<file path="src/rtl/io_pkg.sv">
// Shared definitions for the switch-input controller: default widths and FSM state encodings.
package io_pkg;

  localparam int SW_W_DEF   = 16;
  localparam int DATA_W_DEF = 32;

  typedef enum logic [1:0] {
    IDLE = 2'd0,
    WAIT = 2'd1,
    DONE = 2'd2
  } state_t;

endpackage

</file>
<file path="src/rtl/edge_fall.sv">
// Falling-edge detector: pulse is high for the cycle in which "in" drops from 1 to 0.
module edge_fall (
  input  logic clk,
  input  logic rst,
  input  logic in,
  output logic pulse
);

  logic in_q;

  // Resets high so a level that is already low after reset never counts as an edge.
  always_ff @(posedge clk) begin
    if (rst) in_q <= 1'b1;
    else     in_q <= in;
  end

  assign pulse = in_q & ~in;

endmodule

</file>
<file path="src/rtl/input_ctrl.sv">
// CPU input-instruction controller: stalls the CPU until a button press captures the switch bank.
//
// state | meaning
// IDLE  | no input instruction pending; button presses ignored
// WAIT  | input instruction pending, CPU stalled, waiting for a press
// DONE  | one-cycle capture acknowledge, data valid, stall released
module input_ctrl
  import io_pkg::*;
#(
  parameter int SW_W     = SW_W_DEF,
  parameter int DATA_W   = DATA_W_DEF,
  parameter int SIGN_EXT = 0
) (
  input  logic              clk,
  input  logic              rst,
  input  logic              btn_n,
  input  logic              req,
  input  logic [SW_W-1:0]   sw,
  output logic [DATA_W-1:0] data,
  output logic              ready,
  output logic              stall,
  output logic              waiting,
  output logic [7:0]        count
);

  state_t            state;
  logic              press;
  logic [DATA_W-1:0] sw_ext;

  edge_fall u_edge_fall (
    .clk   (clk),
    .rst   (rst),
    .in    (btn_n),
    .pulse (press)
  );

  always_comb begin
    sw_ext           = '0;
    sw_ext[SW_W-1:0] = sw;
    if (SIGN_EXT != 0) begin
      for (int i = SW_W; i < DATA_W; i++) sw_ext[i] = sw[SW_W-1];
    end
  end

  // Cancel (req low) takes priority over a coincident press in WAIT.
  always_ff @(posedge clk) begin
    if (rst) begin
      state   <= IDLE;
      data    <= '0;
      count   <= '0;
      ready   <= 1'b0;
      waiting <= 1'b0;
    end else begin
      ready <= 1'b0;
      case (state)
        IDLE: begin
          if (req) begin
            state   <= WAIT;
            waiting <= 1'b1;
          end
        end
        WAIT: begin
          if (!req) begin
            state   <= IDLE;
            waiting <= 1'b0;
          end else if (press) begin
            state   <= DONE;
            waiting <= 1'b0;
            ready   <= 1'b1;
            data    <= sw_ext;
            count   <= count + 8'd1;
          end
        end
        DONE: begin
          state   <= IDLE;
          waiting <= 1'b0;
        end
        default: begin
          state   <= IDLE;
          waiting <= 1'b0;
        end
      endcase
    end
  end

  assign stall = req && (state != DONE);

endmodule

</file>
<file path="config.mk">
export PLATFORM = sky130hd
export DESIGN_NAME = input_ctrl
export DESIGN_NICKNAME = d
export VERILOG_FILES = /design/src/rtl/io_pkg.sv /design/src/rtl/edge_fall.sv /design/src/rtl/input_ctrl.sv
export SDC_FILE = /design/constraint.sdc
export NUM_CORES = 1
export LEC_CHECK = 0
export CAP_MARGIN = 20
export CORE_MARGIN = 3
export CORE_UTILIZATION = 39
export DETAILED_ROUTE_END_ITERATION = 6
export GPL_TIMING_DRIVEN = 0
export PLACE_DENSITY_LB_ADDON = 0.25
export SYNTH_ARGS = -nofsm -noshare
export SYNTH_HDL_FRONTEND = slang
export SYNTH_HIERARCHICAL = 1
export SYNTH_SLANG_ARGS = --single-unit
</file>
<file path="constraint.sdc">
create_clock -name clk -period 1.5 [get_ports clk]
set_input_delay 0.15 -clock clk [delete_from_list [all_inputs] [get_ports clk]]
set_output_delay 0.15 -clock clk [all_outputs]
set_load 0.02 [all_outputs]
</file>
Word-level counts from Yosys, hierarchy flattened
Cells that the tools add are included.
{"block": "op_classes", "add_sub_neg": 1, "eq_ne": 4, "mux": 9, "bitwise_logic": 4, "n_reduce_logical": 5}
{"cell": "adder 8 x 1 -> 8 bit, second input constant", "n": 1}
{"cell": "two-way mux 2 bit", "n": 3}
{"cell": "two-way mux 1 bit", "n": 4}
{"cell": "inequality test 2 bit, second input constant", "n": 2}
{"cell": "case mux 2 bit (2 select lines)", "n": 1}
{"cell": "inequality test 3 bit, second input constant", "n": 1}
{"cell": "inverter 1 bit", "n": 3}
{"cell": "AND reduction 3 bit", "n": 1}
{"cell": "OR reduction 3 bit", "n": 1}
{"cell": "equality test 2 x 1 -> 1 bit, second input constant", "n": 1}
{"cell": "logical NOT 2 bit", "n": 1}
{"cell": "case mux 1 bit (2 select lines)", "n": 1}
{"cell": "AND reduction 2 bit", "n": 1}
{"cell": "AND 1 bit", "n": 1}
{"cell": "logical AND 1 bit", "n": 1}
{"block": "word_totals", "register_bits": 29, "in_bits": 20, "out_inout_bits": 43, "wordCells": 29}

Logic depth before layout (Yosys ltp)
{"block": "depth", "word_depth": 5, "ltp_mapped": 6, "ltp_nobuf": 4}

Cells and area by module
The synthesis kept the hierarchy.
{"module": "input_ctrl", "n_inst": 1, "cells_each": 139, "area_each_um2": 1176.1, "seq_area_each_um2": 540.5}
{"module": "edge_fall", "n_inst": 1, "cells_each": 3, "area_each_um2": 35.0, "seq_area_each_um2": 20.0}

Worst setup path after synthesis
No wires, ideal clock.
{"block": "synth_timing", "kind": "register -> register", "startpoint": "register state[0]", "endpoint": "register count[7]", "setup_ns": 0.123, "arrival_ns": 1.365, "t_required_ns": 1.377, "path_slack_ns": 0.012, "path_stages_with_launch": 5, "path_buffers": 1, "period_less_slack_ns": 1.488, "cell_sequence": "dfxtp_1 -> nand4b_4 -> buf_6 -> nor4_4 -> mux2_1"}
{"block": "synth_via", "elab_chain_len": 2}
{"element": "from (decl)", "line_no": "input_ctrl.sv:26", "source": "state_t state;"}
{"element": "from (signal assigned)", "line_no": "input_ctrl.sv:48", "source": "state <= IDLE;"}
{"element": "from (signal assigned)", "line_no": "input_ctrl.sv:58", "source": "state <= WAIT;"}
{"element": "from (signal assigned)", "line_no": "input_ctrl.sv:64", "source": "state <= IDLE;"}
{"element": "equality test 2 x 1 -> 1 bit", "line_no": "input_ctrl.sv:55", "source": "case (state)"}
{"element": "AND reduction 3 bit (no source line)"}
{"element": "to (signal assigned)", "line_no": "input_ctrl.sv:71", "source": "count <= count + 8'd1;"}
{"element": "to (decl)", "line_no": "input_ctrl.sv:23", "source": "output logic [7:0] count"}
No other way between the ends.
A chain may end at the register's enable or synchronous reset.

Worst setup path after layout
{"block": "layout_timing", "startpoint": "register state[0]", "endpoint": "output stall"}
{"block": "layout_via", "elab_chain_len": 2}
{"element": "inequality test 2 bit", "line_no": "input_ctrl.sv:86", "source": "assign stall = req && (state != DONE);"}
{"element": "logical AND 1 bit", "line_no": "input_ctrl.sv:86"}
{"element": "to (decl)", "line_no": "input_ctrl.sv:21", "source": "output logic stall,"}
No other way between the ends.

==> metrics.md <==
| Metric | Value |
|---|---|
| Diodes inserted | 0 |
| Number of hold-repair buffers added at the cts stage | 0 |
| First-pass GRT wire length | approximately 4300 um |
| Initial DRC count | 27 |
| Starting density of the core | 42.46% |
| Overflow left after global routing | 0 |
| Launch instance of the worst register-to-register path | u_edge_fall/in_q |
| Sinks on the clock net | 28 |
| Leak Pwr | about 1 nW |
| Die ar. | 3810 um^2 |
| Core Region | ~2900 um^2 |
| Final Critical Period | between 1 and 1.5 ns |
| Synthesized netlist cell count | 142 |
| Maximum clock skew at final layout | roughly 0.0017 ns |
| Area Growth Syn to Fin | 51.45% |
| Vias per Instance | around 4.7 |
| Worst hold-check path type | input pin to flip-flop |
| Pin count of the biggest net entering global routing | 16 |
| Basic-gate share of the synthesized area counting and, or, nand and nor cells | 23.24% |
| Hold Path Cell Cnt | 3 |
| Sort of element at the start of the critical path | flip-flop |
| Crit path from | state[0] |
| Number of buffers added by the clock tree synthesis step | 3 |
| Overall die height | between 60 and 70 um |
| Kind of critical path | flip-flop to output pin |
| Final setup violation count | 0 |
| Share of synthesized area occupied by flip-flops and latches | 46.28% |
| XOR/XNOR share of the synthesized area | less than 1% |
| Clock Tree Root | sky130_fd_sc_hd__clkbuf_4 |
| Seq cells post-synth | 28 |
| Via Count | 1109 |
| Multiplexer fraction of the synthesized cell area | less than 1% |
| Dominant combinational cell family by area after synthesis | simple AND/OR/NAND/NOR gates |
| Number of maximum-capacitance constraint violations | 0 |
| Worst-case vdd ir drop | 0.5263 mV |
| Register-to-register path setup slack | approximately 0.11 ns |
| Worst hold path startpoint | sw[1] |
| Highest fanout seen on the critical path | 5 |
| Setup bufs post-CTS | 0 |
| Post-Syn Area per Cell | approximately 8.5 um^2 |
| Wire per inst | around 12 um |
| Number of different library cells in the post-synthesis netlist | 26 |
| Core Rows | 19 |
| Reg clk slew, reported paths | approximately 0.15 ns |
| Delay of the slowest critical-path stage | around 0.40 ns |
| Placed Cells incl. Taps | 234 |
| Top Ports | 63 |
| Fraction of the mapped netlist area in compound gates | roughly 13% |
| Maximum number of buffers from clock root to sink | 2 |
| DP HPWL | 2203 um |
| Nets@finish | about 230 |
| Clock latency reported for the late side of the worst-skew pair | approximately 0.32 ns |
| Post-layout util | ~64% |
| Slowest cell on crit path | sky130_fd_sc_hd__dfxtp_2 |
| Data arrival at the endpoint of the critical path | about 1.3 ns |
| Ordered list of cells on the worst path | inv_1, a21oi_1, clkdlybuf4s15_1 |
| Count of unresolved DRC violations after routing | 0 |
| Final Non-Filler Cells | between 200 and 250 |
| Number of I/O port buffers | 46 |
| Count of final max-slew check failures | 0 |
| Areal power density over the cells | roughly 730 nW/um^2 |
| Maximum level of the CTS H-tree | 1 |
| Setup TNS | 0 ns |
| Yosys warning total | 6 |
| Cell area after technology mapping | 1211 um^2 |
| Final-report hold violation count | 0 |
| Clock tree from TritonCTS | done |
| Maximum clock rate | between 600 and 700 MHz |
| Antenna Nets Post-Route | 0 |
| Via count of the first global-routing pass | approximately 1000 |
| Routability-driven placement congestion ratio | approximately 0.72 |
| Share of the cycle needed by the critical path after routing | 96.79% |
| Fraction of layout instances using a drive strength above 1 | 15.46% |
| Number of antenna violations at the first check in global routing | 0 |
| GR Util All Layers | 15.29% |
| Total Power Consumption | between 1 and 1.5 mW |
| CP Capture Type | output pin |
| First-pass DRT Iterations | 4 |
| Required time of the worst setup path | 1.35 ns |
| Outcome | completed |
| Total wire length | around 2800 um |
| Arithmetic-cell share of the synthesized area counting full adders, half adders and majority gates | 1.033% |
| FF-to-FF path depth | 4 |
| Die Width | 61.73 um |
## area by class of cell
class,instances,area [um^2]
Fill cell,255,1018
Tap cell,31,38.79
Inverter,3,11.26
Clock buffer,4,36.28
Sequential cell,28,561.8
Timing Repair Buffer,46,486.7
Multi-Input combinational cell,102,531.8
Buffer,24,167.7
## state kept, by name, indices dropped and copies added (netlist names)
name	count
data	16
ready	1
state	2
u_edge_fall/in_q	1
count	8
## layout by cell type, fill, tap and decap left out, drive strengths merged
| cell type | netlist | routed |
|---|---|---|
| dfxtp | 28 | 28 |
| a21oi | 23 | 23 |
| nand2 | 36 | 36 |
| nor2b | 1 | 1 |
| nor2 | 4 | 4 |
| clkdlybuf4s50 | 0 | 24 |
| nand4b | 1 | 1 |
| xnor2 | 1 | 1 |
| and4b | 1 | 1 |
| and2b | 1 | 1 |
| clkdlybuf4s15 | 0 | 1 |
| o21ai | 3 | 3 |
| mux2 | 1 | 1 |
| or4 | 2 | 2 |
| ha | 1 | 1 |
| or3 | 3 | 3 |
| nor4 | 1 | 1 |
| a2111oi | 1 | 1 |
| clkbuf | 3 | 7 |
| o31ai | 2 | 2 |
| conb | 1 | 16 |
| or2 | 1 | 1 |
| nand3 | 3 | 3 |
| inv | 3 | 3 |
| dlygate4sd2 | 0 | 7 |
| dlymetal6s2s | 0 | 14 |
| buf | 21 | 21 |
## through the flow
stage          hold WS [ns]  setup WS, ns  instance area, um^2
2_1_floorplan        0.2471       0.01180                 1267
3_3_place_gp         0.4418       -0.3080                 1767
3_5_place_dp         0.4493       -0.3851                 1767
4_1_cts              0.3370      0.001033                 1798
5_1_grt              0.3418     -0.003960                 1834
6_report             0.3491       0.04821                 1834
## cell usage after synthesis
| cell | count | share of area [%] |
|---|---|---|
| sky130_fd_sc_hd__nor2_1 | 4 | 1.2 |
| sky130_fd_sc_hd__ha_1 | 1 | 1.0 |
| sky130_fd_sc_hd__buf_2 | 2 | 0.83 |
| sky130_fd_sc_hd__buf_4 | 18 | 11 |
| sky130_fd_sc_hd__dfxtp_1 | 28 | 46 |
| sky130_fd_sc_hd__nor4_4 | 1 | 1.8 |
| sky130_fd_sc_hd__conb_1 | 1 | 0.31 |
| sky130_fd_sc_hd__a21oi_1 | 23 | 9.5 |
| sky130_fd_sc_hd__nand2_1 | 36 | 11 |
| sky130_fd_sc_hd__a2111oi_0 | 1 | 0.72 |
| sky130_fd_sc_hd__or3_1 | 3 | 1.5 |
| sky130_fd_sc_hd__nand4b_4 | 1 | 2.0 |
| sky130_fd_sc_hd__or2_1 | 1 | 0.52 |
| sky130_fd_sc_hd__or4_1 | 2 | 1.2 |
| sky130_fd_sc_hd__nor2b_1 | 1 | 0.52 |
| sky130_fd_sc_hd__and2b_2 | 1 | 0.72 |
| sky130_fd_sc_hd__and4b_2 | 1 | 0.93 |
| sky130_fd_sc_hd__inv_1 | 3 | 0.93 |
| sky130_fd_sc_hd__nand3_2 | 1 | 0.83 |
| sky130_fd_sc_hd__clkbuf_1 | 3 | 0.93 |
| sky130_fd_sc_hd__mux2_1 | 1 | 0.93 |
| sky130_fd_sc_hd__xnor2_1 | 1 | 0.72 |
| sky130_fd_sc_hd__o21ai_0 | 3 | 1.2 |
| sky130_fd_sc_hd__nand3_1 | 2 | 0.83 |
| sky130_fd_sc_hd__o31ai_1 | 2 | 1.2 |
| sky130_fd_sc_hd__buf_6 | 1 | 0.93 |
## power by group
group	total, mW	switching, mW	internal, mW
Sequential	0.764	0.00779	0.756
Combinational	0.203	0.100	0.102
Clock	0.367	0.219	0.149
## worst paths after layout
| check | to |
|---|---|
| min reg2reg | data[10] |
| min | data[1] |
| max | stall |
| max reg2reg | count[5] |
## critical path, delay by kind of cell, from the launching register on
| kind | cells | cell delay, ns |
|---|---|---|
| DFF | 1 | 0.40 |
| buffers and inverters | 2 | 0.39 |
| AOI/OAI and AO/OA | 1 | 0.18 |
## repair_timing
action / in CTS / in global routing
endpoints found under the setup margin: 9 / 15
gates resized for setup: 10 / 15
pin swaps: 1 / 0
## cells by family after synthesis
kind of cell	after synthesis
DFF	28
buffers and inverters	27
AOI/OAI and AO/OA	29
xor gates and xnor gates	1
muxes	1
and+or+nand+nor	54
other	1
adders and majority gates	1
## per-layer routing
metal  up-vias  track usage, %  wire, um
met1       496           16.24      1086
li1        569               -         -
met5         -               0         0
met4         0           4.545        18
met3         2           7.851       255
met2        42           26.46      1462
No activity file was read; power rests on OpenSTA's default activity.
